## src/rtl/psg_bus_sequencer.sv

```systemverilog
// Sole TurboSound PSG bus master: arbitrates CPU port writes/reads and player register
// writes, sequencing player writes so the CPU-visible chip select and latched addresses survive.
module psg_bus_sequencer #(
  parameter int unsigned GAP_CYCLES     = 1,
  parameter int unsigned SKIP_REDUNDANT = 1
) (
  input  logic       CLK,
  input  logic       RESET_N,
  input  logic       CPU_ADDR_WR,
  input  logic       CPU_DATA_WR,
  input  logic       CPU_RD,
  input  logic [7:0] CPU_DI,
  output logic       CPU_WAIT,
  input  logic       PL_REQ,
  input  logic       PL_CHIP,
  input  logic [3:0] PL_REG,
  input  logic [7:0] PL_VAL,
  output logic       PL_ACK,
  output logic       PSG_BDIR,
  output logic       PSG_BC,
  output logic [7:0] PSG_DO,
  output logic       BUSY,
  output logic       OVERRUN,
  output logic       SEL_SHADOW
);

  typedef enum logic [2:0] {StIdle, StOp, StGap, StRead, StDone} state_e;
  // Identifies the bus op most recently issued, so the gap end knows what follows.
  typedef enum logic [2:0] {SeqCpu, SeqSel, SeqAdr, SeqDat, SeqRadr, SeqRsel} seq_e;

  localparam logic [2:0] GapLoad = 3'(GAP_CYCLES - 1);
  localparam bit         Skip    = (SKIP_REDUNDANT != 0);

  state_e          state_q, state_d;
  seq_e            seq_q, seq_d;
  logic [2:0]      gap_q, gap_d;
  logic            pend_vld_q, pend_vld_d;
  logic            pend_is_data_q, pend_is_data_d;
  logic [7:0]      pend_data_q, pend_data_d;
  logic            pl_chip_q, pl_chip_d;
  logic [3:0]      pl_reg_q, pl_reg_d;
  logic [7:0]      pl_val_q, pl_val_d;
  logic            sel_done_q, sel_done_d;
  logic            sel_q, sel_d;
  logic [1:0][7:0] addr_shadow_q, addr_shadow_d;
  logic            bdir_q, bdir_d;
  logic            bc_q, bc_d;
  logic [7:0]      do_q, do_d;
  logic            wait_q, wait_d;
  logic            ack_q, ack_d;
  logic            busy_q, busy_d;
  logic            overrun_q, overrun_d;

  logic       arb;
  logic       pend_issue;
  logic       op_en;
  logic       op_addr;
  logic [7:0] op_val;
  seq_e       op_seq;
  logic       radr_needed;

  assign radr_needed = !(Skip && (addr_shadow_q[pl_chip_q] == {4'h0, pl_reg_q}));

  always_comb begin
    state_d        = state_q;
    seq_d          = seq_q;
    gap_d          = gap_q;
    pend_vld_d     = pend_vld_q;
    pend_is_data_d = pend_is_data_q;
    pend_data_d    = pend_data_q;
    pl_chip_d      = pl_chip_q;
    pl_reg_d       = pl_reg_q;
    pl_val_d       = pl_val_q;
    sel_done_d     = sel_done_q;
    sel_d          = sel_q;
    addr_shadow_d  = addr_shadow_q;
    bdir_d         = 1'b0;
    bc_d           = 1'b0;
    do_d           = do_q;
    overrun_d      = overrun_q;
    arb            = 1'b0;
    pend_issue     = 1'b0;
    op_en          = 1'b0;
    op_addr        = 1'b0;
    op_val         = 8'h00;
    op_seq         = seq_q;

    unique case (state_q)
      StIdle: arb = 1'b1;
      StOp: begin
        state_d = StGap;
        gap_d   = GapLoad;
      end
      StGap: begin
        if (gap_q != 3'd0) begin
          gap_d = gap_q - 3'd1;
        end else begin
          unique case (seq_q)
            SeqCpu: arb = 1'b1;
            SeqSel: begin
              op_en   = 1'b1;
              op_addr = 1'b1;
              op_val  = {4'h0, pl_reg_q};
              op_seq  = SeqAdr;
            end
            SeqAdr: begin
              op_en  = 1'b1;
              op_val = pl_val_q;
              op_seq = SeqDat;
            end
            SeqDat: begin
              if (radr_needed) begin
                op_en   = 1'b1;
                op_addr = 1'b1;
                op_val  = addr_shadow_q[pl_chip_q];
                op_seq  = SeqRadr;
              end else if (sel_done_q) begin
                op_en   = 1'b1;
                op_addr = 1'b1;
                op_val  = {7'h7F, sel_q};
                op_seq  = SeqRsel;
              end else begin
                state_d = StDone;
              end
            end
            SeqRadr: begin
              if (sel_done_q) begin
                op_en   = 1'b1;
                op_addr = 1'b1;
                op_val  = {7'h7F, sel_q};
                op_seq  = SeqRsel;
              end else begin
                state_d = StDone;
              end
            end
            default: state_d = StDone;
          endcase
        end
      end
      StRead: begin
        if (CPU_RD) bc_d = 1'b1;
        else        state_d = StIdle;
      end
      StDone:  state_d = StIdle;
      default: state_d = StIdle;
    endcase

    // Arbitration runs in IDLE and also at the end of a CPU op's gap, so back-to-back
    // CPU ops are spaced by exactly one op plus the gap.
    if (arb) begin
      state_d = StIdle;
      if (pend_vld_q) begin
        pend_issue = 1'b1;
        op_en      = 1'b1;
        op_addr    = !pend_is_data_q;
        op_val     = pend_data_q;
        op_seq     = SeqCpu;
        if (!pend_is_data_q) begin
          if (pend_data_q[7:1] == 7'h7F) sel_d = pend_data_q[0];
          else                           addr_shadow_d[sel_q] = pend_data_q;
        end
      end else if (CPU_RD) begin
        state_d = StRead;
        bc_d    = 1'b1;
      end else if (PL_REQ) begin
        pl_chip_d  = PL_CHIP;
        pl_reg_d   = PL_REG;
        pl_val_d   = PL_VAL;
        sel_done_d = !(Skip && (PL_CHIP == sel_q));
        op_en      = 1'b1;
        op_addr    = 1'b1;
        if (sel_done_d) begin
          op_val = {7'h7F, PL_CHIP};
          op_seq = SeqSel;
        end else begin
          op_val = {4'h0, PL_REG};
          op_seq = SeqAdr;
        end
      end
    end

    if (op_en) begin
      state_d = StOp;
      seq_d   = op_seq;
      bdir_d  = 1'b1;
      bc_d    = op_addr;
      do_d    = op_val;
    end

    // A fresh strobe beats the clear of an op issued in the same cycle.
    if (CPU_ADDR_WR || CPU_DATA_WR) begin
      pend_vld_d     = 1'b1;
      pend_is_data_d = !CPU_ADDR_WR;
      pend_data_d    = CPU_DI;
      if ((pend_vld_q && !pend_issue) || (CPU_ADDR_WR && CPU_DATA_WR)) overrun_d = 1'b1;
    end else if (pend_issue) begin
      pend_vld_d = 1'b0;
    end

    wait_d = CPU_RD && (state_d != StRead);
    ack_d  = (state_d == StDone);
    busy_d = (state_d != StIdle);
  end

  always_ff @(posedge CLK or negedge RESET_N) begin
    if (!RESET_N) begin
      state_q        <= StIdle;
      seq_q          <= SeqCpu;
      gap_q          <= 3'd0;
      pend_vld_q     <= 1'b0;
      pend_is_data_q <= 1'b0;
      pend_data_q    <= 8'h00;
      pl_chip_q      <= 1'b0;
      pl_reg_q       <= 4'h0;
      pl_val_q       <= 8'h00;
      sel_done_q     <= 1'b0;
      sel_q          <= 1'b1;
      addr_shadow_q  <= '0;
      bdir_q         <= 1'b0;
      bc_q           <= 1'b0;
      do_q           <= 8'h00;
      wait_q         <= 1'b0;
      ack_q          <= 1'b0;
      busy_q         <= 1'b0;
      overrun_q      <= 1'b0;
    end else begin
      state_q        <= state_d;
      seq_q          <= seq_d;
      gap_q          <= gap_d;
      pend_vld_q     <= pend_vld_d;
      pend_is_data_q <= pend_is_data_d;
      pend_data_q    <= pend_data_d;
      pl_chip_q      <= pl_chip_d;
      pl_reg_q       <= pl_reg_d;
      pl_val_q       <= pl_val_d;
      sel_done_q     <= sel_done_d;
      sel_q          <= sel_d;
      addr_shadow_q  <= addr_shadow_d;
      bdir_q         <= bdir_d;
      bc_q           <= bc_d;
      do_q           <= do_d;
      wait_q         <= wait_d;
      ack_q          <= ack_d;
      busy_q         <= busy_d;
      overrun_q      <= overrun_d;
    end
  end

  assign CPU_WAIT   = wait_q;
  assign PL_ACK     = ack_q;
  assign PSG_BDIR   = bdir_q;
  assign PSG_BC     = bc_q;
  assign PSG_DO     = do_q;
  assign BUSY       = busy_q;
  assign OVERRUN    = overrun_q;
  assign SEL_SHADOW = sel_q;

endmodule
```

## config.mk

```make
export PLATFORM = sky130hd
export DESIGN_NAME = psg_bus_sequencer
export DESIGN_NICKNAME = d
export VERILOG_FILES = /design/src/rtl/psg_bus_sequencer.sv
export SDC_FILE = /design/constraint.sdc
export NUM_CORES = 1
export LEC_CHECK = 0
export ABC_AREA = 1
export CORE_UTILIZATION = 34
export DETAILED_ROUTE_END_ITERATION = 6
export DONT_BUFFER_PORTS = 1
export PLACE_DENSITY_LB_ADDON = 0.3
export REMOVE_ABC_BUFFERS = 1
export SLEW_MARGIN = 20
export SYNTH_ARGS = -nofsm -noshare
export SYNTH_HDL_FRONTEND = slang
export SYNTH_SLANG_ARGS = --single-unit
```

## constraint.sdc

```tcl
create_clock -name CLK -period 5.3 [get_ports CLK]
set_input_delay 0.795 -clock CLK [delete_from_list [all_inputs] [get_ports CLK]]
set_output_delay 0.795 -clock CLK [all_outputs]
set_load 0.02 [all_outputs]
```

== Word level (Yosys, flattened, before mapping) ==
Cells that the tools add are included.

* Flip-flop bits (word level): 64
* Bits of input ports: 27
* Output and inout port bits: 15
* Word-level logic and storage cells: 131

* Add/sub/neg operators: 1
* $lt $le $gt $ge: 3
* Eq/ne operators: 13
* Muxes and demuxes: 67
* Bitwise gates (word level): 4
* Reductions and logical operators: 23

{| class="wikitable"
|+ Operators with widths
! cell !! count
|-
| 2-to-1 mux 8 bit || 12
|-
| 2-to-1 mux 3 bit || 15
|-
| case mux 8 bit (4 select lines) || 1
|-
| 2-to-1 mux 1 bit || 27
|-
| case mux 3 bit (4 select lines) || 2
|-
| bitwise mux 16 bit || 1
|-
| == test 3 x 2 -> 1 bit, second input constant || 4
|-
| AND reduction 4 bit || 3
|-
| case mux 3 bit (3 select lines) || 1
|-
| demux 8 bit (select 1 bit) || 1
|-
| == test 8 x 4 -> 1 bit || 1
|-
| == test 7 bit, second input constant || 1
|-
| == test 3 x 1 -> 1 bit, second input constant || 2
|-
| == test 3 bit, second input constant || 2
|-
| zero test 3 bit || 2
|-
| 2-to-1 mux 2 bit || 3
|-
| case mux 1 bit (3 select lines) || 2
|-
| case mux 3 bit (2 select lines) || 1
|-
| nonzero test 3 bit || 2
|-
| logical AND 1 bit || 4
|-
| zero test 1 bit || 4
|-
| less-than comparator 1 x 2 -> 1 bit, second input constant || 2
|-
| NOT 1 bit || 4
|-
| AND reduction 2 bit || 2
|-
| 10 further kinds || 12
|}

== Depth between registers and ports, before layout ==
Gate-level depths: netlist of run 1.

* Depth after elaboration: 14
* Gate-level depth with buffers: 15
* Gate-level depth less buffers: 15

== Worst setup path after synthesis of run 1 ==
No wires, ideal clock.

* Path type: reg-to-reg
* Start point: register gap_q[0]
* End point: register do_q[1] (netlist: PSG_DO[1])
* Setup time: 0.117 ns
* Arrival: 1.661 ns
* Data required time: 5.183 ns
* Slack: 3.522 ns
* Cell stages (with the launch flop): 13
* Buffers on the path: 0
* Clock period less this slack: 1.778 ns
* Cell sequence: dfrtp_1 inv_1 ha_1 ha_1 nand2_1 a21boi_4 nand2_1 nand2_1 inv_1 nand2_4 nand2_4 nor2_1 nor2_1

* Word-level cells in the longest chain between the ends: 7
* Elaborated cells on any way between the ends: 15
* Those cells by class: mux (14); reduce/logical (1)

{| class="wikitable"
|+ Ends and longest elaborated chain
! what !! line !! source
|-
| start, declared || 36 || <nowiki>logic [2:0] gap_q, gap_d;</nowiki>
|-
| start signal, assigned || 229 || <nowiki>gap_q <= gap_d;</nowiki>
|-
| nonzero test 3 bit (*) || 95 || <nowiki>if (gap_q != 3'd0) begin</nowiki>
|-
| 2-to-1 mux 8 bit / 2-to-1 mux 1 bit (equally long branches) || 95 ||
|-
| 2-to-1 mux 8 bit / 2-to-1 mux 1 bit (equally long branches) || 88 || <nowiki>unique case (state_q)</nowiki>
|-
| 2-to-1 mux 8 bit / 2-to-1 mux 1 bit (equally long branches) || 165 || <nowiki>end else if (PL_REQ) begin</nowiki>
|-
| 2-to-1 mux 8 bit / 2-to-1 mux 1 bit (equally long branches) || 162 || <nowiki>end else if (CPU_RD) begin</nowiki>
|-
| 2-to-1 mux 8 bit / 2-to-1 mux 1 bit (equally long branches) || 152 || <nowiki>if (pend_vld_q) begin</nowiki>
|-
| 2-to-1 mux 8 bit / 2-to-1 mux 1 bit (equally long branches) || 150 || <nowiki>if (arb) begin</nowiki>
|-
| end signal, assigned || 241 || <nowiki>do_q <= do_d;</nowiki>
|-
| end, declared || 48 || <nowiki>logic [7:0] do_q, do_d;</nowiki>
|}

Every way passes the cells marked *; elsewhere a longest branch is shown, timed or not.
A chain may end at the register's enable or synchronous reset.

== Final worst setup path of run 1 ==
* Start point: register seq_q[1]
* End point: register do_q[4] (netlist: PSG_DO[4])

* Word-level cells in the longest chain between the ends: 9
* Elaborated cells on any way between the ends: 23
* Those cells by class: eq/ne (4); mux (17); reduce/logical (2)

{| class="wikitable"
|+ Ends and longest elaborated chain
! what !! line !! source
|-
| start, declared || 35 || <nowiki>seq_e seq_q, seq_d;</nowiki>
|-
| start signal, assigned || 208 || <nowiki>seq_q <= SeqCpu;</nowiki>
|-
| start signal, assigned || 228 || <nowiki>seq_q <= seq_d;</nowiki>
|-
| == test 3 x 2 -> 1 bit / == test 3 x 1 -> 1 bit (equally long branches) || 98 || <nowiki>unique case (seq_q)</nowiki>
|-
| OR reduction 2 bit (no line) || -- ||
|-
| case mux 1 bit (3 select lines) || 98 ||
|-
| 2-to-1 mux 1 bit || 95 ||
|-
| 2-to-1 mux 1 bit || 88 ||
|-
| 2-to-1 mux 1 bit || 165 ||
|-
| 2-to-1 mux 1 bit || 162 ||
|-
| 2-to-1 mux 1 bit || 152 ||
|-
| 2-to-1 mux 1 bit || 150 ||
|}

Parallel ways exist; a longest one is shown, timed or not.

==> out/metrics.yaml, run 1 <==
outcome: "finished clean"
finalCritPeriodShare: 0.475
hp-class: "input pin to async pin"
maxCapViolations: 0
drive_above_1_share: 0.0594
r2r_cells: 11
htree_levels: 3
switching_share: 0.411
synthArstFlopShare: 1.00
synthTopCellsByArea: "dfrtp_1 (48%), nand2_1 (16%), o21ai_0 (7.3%), inv_1 (6.1%), nor2_1 (4.6%)"
core_area_sq_mm: 0.00928
grt_pass1_wl_um: 13700
setup_viol: 0
final_nets: 463
cts_made_buffers: 9
grt_pass1_vias: 2709
dp_slack_ps: 2790
layout_common_cells: "nand2_1 (140), dfrtp_1 (63), inv_1 (53), o21ai_0 (48), nor2_1 (40)"
wl_um: 8290
clockBufferDepth: 2
power.internal_mw: 1.21
antenna_found_initial: 0
rr_endpoint: "PSG_DO[4]"
yosys.area.top_type: "dfrtp_1"
postCtsSetupRepairBufs: 0
initialDrtViolationCount: 160
timing.setup.tns_ps: 0
pwr-share-clk: 0.253
relSlewSlack: 0.358
diodes: 0
die_area_sq_mm: 0.0101
startpoint_type: "register"
synth_top_area_share: 0.480
die_h_um: 100
grt.overflow.total: 0
p_per_area_mw_per_mm2: 567
root_buffer: "clkbuf_8"
synth_ff_type: "dfrtp_1"
clkLatencyLatePin_ps: 350
p_sw_mw: 0.843
worst_slack_ps: 2780
synth_edf_count: 0
dieWidth_um: 100
n_fill_cell: 1034
finalClockSkew_ps: 4.24
ys_ff_latch: 64
rrSetupSlack_ps: 2780
max_freq_mhz: 397
finalNonFillerCells: 567
cts_resized: 0
final_common_cell: "nand2_1"
hold_viol_final: 0
r2r-start: "seq_q[1]"
initial_core_util: 0.354
p_leak_nw: 1.86
yosysSeqAreaShare: 0.488
port-buffer-count: 0
tritoncts: "yes"
rsz0062_at_grt: "false"
end_kind: "register"
crit_arrival_ps: 2820
min_period_ps: 2520
syn_inst: 431
crit_start: "seq_q[1]"
wire_per_inst_um: 14.6
dp_hpwl_um: 6110
ant_nets: 0
postCtsHoldBufs: 0
drc_errors: 0
worst_pin_slew_ps: 956
row_count: 35
report.final.slew_viol_count: 0
syn_area_sq_mm: 0.00328
io_pins: 42
ys_types: 33
groute.usage.overall: 0.181
area_growth_pct: 10.1
cts.clk_slew.worst_paths_ps: 70
cp-endpoint: "PSG_DO[4]"
clock-sinks: 64
seqPwrFrac: 0.402
critPathMaxFanout: 17
placed_cells: 552
gp_congestion: 0.889
cp.required_ps: 5600
yosys_warnings: 0
ir_drop_v: 0.000163
vias: 2781
postSynthAreaPerCell_sq_um: 7.62
combPwrFrac: 0.345
viasPerCell: 4.90
path_class: "register to register"
grt_max_degree: 65
firstDrtPassIters: 5
==> worst min path at each step <==
stage	cells past startpoint	endpoint	slack, ps	startpoint
floorplan	2	addr_shadow_q[4]	450	addr_shadow_q[4]
global placement	2	addr_shadow_q[5]	470	addr_shadow_q[5]
detailed placement	2	addr_shadow_q[5]	470	addr_shadow_q[5]
CTS	0	gap_q[1]	120	RESET_N
global route	0	gap_q[1]	120	RESET_N
finish	0	gap_q[1]	130	RESET_N
==> cells in the mapped netlist, drive strengths merged (2+ instances only) <==
| cell | count |
|---|---|
| inv | 55 |
| o21ai | 49 |
| nor2 | 43 |
| ha | 2 |
| nand4 | 7 |
| o22ai | 2 |
| o21bai | 4 |
| nand2 | 144 |
| buf | 5 |
| a21oi | 12 |
| dfrtp | 63 |
| clkbuf | 3 |
| nor3 | 3 |
| nand3 | 27 |
| a221oi | 4 |
==> critical path, cell delays in order (launching register included) <==
cell	delay, ps
dfrtp_1	450
nor2_2	150
inv_1	80
nor2_2	120
nand2_1	110
a21boi_4	290
nand3_2	380
inv_2	370
nand2_1	230
o21ai_0	140
a21oi_1	70
nand2_1	70
==> metrics by stage <==
step	utilization	instance area (sq um)	total power [mW]	hold slack, ps
finish	0.389	3610	2.05	130
global route	0.389	3610	2.21	118
CTS	0.389	3610	2.06	119
detailed placement	0.364	3380	1.54	472
global placement	0.364	3380	1.53	467
floorplan	-	3220	1.35	448
==> routing by layer <==
metal  GRT usage  share of wire  vias to the layer above
met1       0.243           0.49                     1304
li1            -              -                     1387
met2       0.280           0.45                       75
met5           0              0                        -
met3      0.0453          0.049                       15
met4      0.0725          0.019                        0
==> layout make-up <==
class | count | area [sq um] | area share
flip-flops and latches | 64 | 1600 | 0.443
multi-input cells | 303 | 1410 | 0.389
inverters | 56 | 210 | 0.0582
well taps | 129 | 161 | 0.0447
clock buffers | 12 | 145 | 0.0402
clock inverters | 3 | 90.1 | 0.0249
==> power by group through the flow <==
| stage | Sequential (mW) | Clock, mW | Combinational, mW |
|---|---|---|---|
| detailed placement | 0.833 | 0 | 0.705 |
| finish | 0.825 | 0.519 | 0.706 |
| CTS | 0.828 | 0.527 | 0.707 |
| floorplan | 0.787 | 0 | 0.561 |
| global placement | 0.834 | 0 | 0.692 |
| global route | 0.846 | 0.545 | 0.815 |
==> state kept, by name, summed over array words and instances (netlist names), 3 cells and up <==
name,count
gap_q,3
pend_data_q,8
addr_shadow_q,16
pl_val_q,8
PSG_DO,8
seq_q,3
state_q,3
pl_reg_q,4
==> cells by family (layout without fill, tap and decap cells) <==
| logic type | Yosys count | after routing | synth area share |
|---|---|---|---|
| simple gates | 225 | 225 | 0.288 |
| buf+inv | 64 | 71 | 0.0838 |
| compound gates | 76 | 76 | 0.132 |
| fa+ha+maj | 2 | 2 | 0.00762 |
| flops | 64 | 64 | 0.488 |
No activity file was read; power rests on OpenSTA's default activity.
==> run 2, diff against run 1 <==
==> constraint.sdc (replaced) <==
create_clock -name CLK -period 2.4 [get_ports CLK]
set_input_delay 0.36 -clock CLK [delete_from_list [all_inputs] [get_ports CLK]]
set_output_delay 0.36 -clock CLK [all_outputs]
set_load 0.02 [all_outputs]
==> run 2 against run 1 <==
Net effect:
- wire length increased by 2.0%
- count of clock-buffer cells in the layout down 2
- total power up 130%
==> out/metrics.yaml, run 2 (synthesized netlist as in run 1, its figures left out) <==
ir_drop_v: 0.000410  # was 0.000163 V
dp_hpwl_um: 6170  # was 6110 um
antenna_found_initial: 0  # unchanged
diodes: 0  # unchanged
viasPerCell: 4.89  # was 4.90
die_h_um: 100  # unchanged
root_buffer: "clkbuf_8"  # unchanged
hp-class: "input pin to register"  # was input pin to async pin
gp_congestion: 0.886  # was 0.889
timing.setup.tns_ps: 0  # unchanged
row_count: 35  # unchanged
p_leak_nw: 1.91  # was 1.86 nW
clock-sinks: 64  # unchanged
tritoncts: "yes"  # unchanged
finalClockSkew_ps: 8.15  # was 4.24 ps
initial_core_util: 0.354  # unchanged
maxCapViolations: 0  # unchanged
critPathMaxFanout: 9  # was 17
min_period_ps: 2210  # was 2520 ps
groute.usage.overall: 0.181  # about the same
final_nets: 472  # was 463
setup_viol: 0  # unchanged
cts_made_buffers: 9  # unchanged
worst_pin_slew_ps: 507  # was 956 ps
layout_common_cells: "nand2_1 (140), dfrtp_1 (62), inv_1 (53), o21ai_0 (48), nor2_1 (40)"  # was nand2_1 (140), dfrtp_1 (63), inv_1 (53), o21ai_0 (48), nor2_1 (40)
final_common_cell: "nand2_1"  # unchanged
report.final.slew_viol_count: 0  # unchanged
end_kind: "register"  # unchanged
htree_levels: 3  # unchanged
wl_um: 8460  # was 8290 um
cp.required_ps: 2680  # was 5600 ps
relSlewSlack: 0.659  # was 0.358
grt_pass1_vias: 2729  # was 2,709
p_per_area_mw_per_mm2: 1250  # was 567 mW/mm^2
max_freq_mhz: 452  # was 397 MHz
multi_input_area_sq_mm: 0.00142  # was 0.00141 sq mm
rsz0062_at_grt: "false"  # unchanged
ant_nets: 0  # unchanged
largest_reg_flops: 16  # unchanged
initialDrtViolationCount: 270  # was 160
wire_per_inst_um: 14.7  # was 14.6 um
grt_max_degree: 65  # unchanged
finalCritPeriodShare: 0.923  # was 0.475
final_area_sq_mm: 0.00371  # was 0.00361 sq mm
grt_pass1_wl_um: 13700  # about the same
cts.clk_slew.worst_paths_ps: 70  # about the same
vias: 2822  # was 2,781
port-buffer-count: 0  # unchanged
dieWidth_um: 100  # unchanged
crit_arrival_ps: 2500  # was 2820 ps
grt.overflow.total: 0  # unchanged
n_fill_cell: 987  # was 1,034
outcome: "finished clean"  # unchanged
clockBufferDepth: 2  # unchanged
die_area_sq_mm: 0.0101  # unchanged
drive_above_1_share: 0.0826  # was 0.0594
largest-register: "addr_shadow_q"  # unchanged
regArea_sq_mm: 0.00160  # about the same
io_pins: 42  # unchanged
hold_viol_final: 0  # unchanged
drc_errors: 0  # unchanged
area_growth_pct: 13.0  # was 10.1%
firstDrtPassIters: 5  # unchanged
startpoint_type: "register"  # unchanged
placed_cell_area_sq_mm: 0.00341  # was 0.00338 sq mm
clkLatencyLatePin_ps: 350  # about the same
core_area_sq_mm: 0.00928  # unchanged
path_class: "register to register"  # unchanged
==> run 2: path summary, 6_finish.rpt <==
path | from | end | slack, ps | cells past startpoint
setup / recovery | seq_q[0] | PSG_DO[3] | 190 | 12
hold / removal | CPU_ADDR_WR | pend_is_data_q | 70 | 1
setup reg to reg | seq_q[0] | PSG_DO[3] | 190 | 12
hold reg to reg | addr_shadow_q[7] | addr_shadow_q[7] | 480 | 2
max in group asynchronous | RESET_N | SEL_SHADOW | 1560 | 2
min in group asynchronous | RESET_N | gap_q[1] | 540 | 2
==> run 2: power by group <==
| group | internal [mW] | switching, mW |
|---|---|---|
| Clock | 0.686 | 0.432 |
| Sequential | 1.42 | 0.392 |
| Combinational | 0.575 | 1.12 |
| Total | 2.69 | 1.95 |
==> run 2: layer usage <==
layer	up-vias	share of wire	track usage
met5	-	0	0
met4	0	0.021	0.0792
met3	16	0.045	0.0334
met2	96	0.45	0.287
met1	1300	0.48	0.241
li1	1410	-	-
==> run 2: critical path, cell delays in order, from the launching register on <==
cell,delay (ps)
dfrtp_1,440
nor2_2,170
inv_1,80
nor2_2,130
nand2_1,160
a21boi_4,250
buf_4,150
nand3_2,190
nor2_1,270
a21oi_1,70
nand2_1,90
nor2_1,60
nor2_1,80
==> run 2: timing repair <==
item,4_1_cts,5_1_grt
hold buffers,2,0
setup buffers,0,2
hold endpoints to repair,64,0
setup endpoints to repair,0,10
gates resized for setup,0,1
==> run 2: through the flow <==
stage / power, mW / std cells / setup WS (ps) / hold slack (ps) / util
after floorplan: 2.98 / 423 / 437 / 64.4 / -
after global placement: 3.39 / 556 / 186 / 66.0 / 0.367
after detailed placement: 3.42 / 556 / 168 / 65.7 / 0.367
after CTS: 4.58 / 574 / 138 / 62.3 / 0.397
after global routing: 5.00 / 577 / 20.0 / 70.1 / 0.400
final: 4.63 / 577 / 186 / 70.8 / 0.400
==> run 2: cell type report <==
| type | count | share of cell area |
|---|---|---|
| clock inverters | 6 | 0.0290 |
| inverters | 56 | 0.0567 |
| multi-input cells | 304 | 0.382 |
| repair buffers | 8 | 0.0223 |
| clock buffers | 10 | 0.0344 |
| flip-flops and latches | 64 | 0.432 |
| well taps | 129 | 0.0435 |
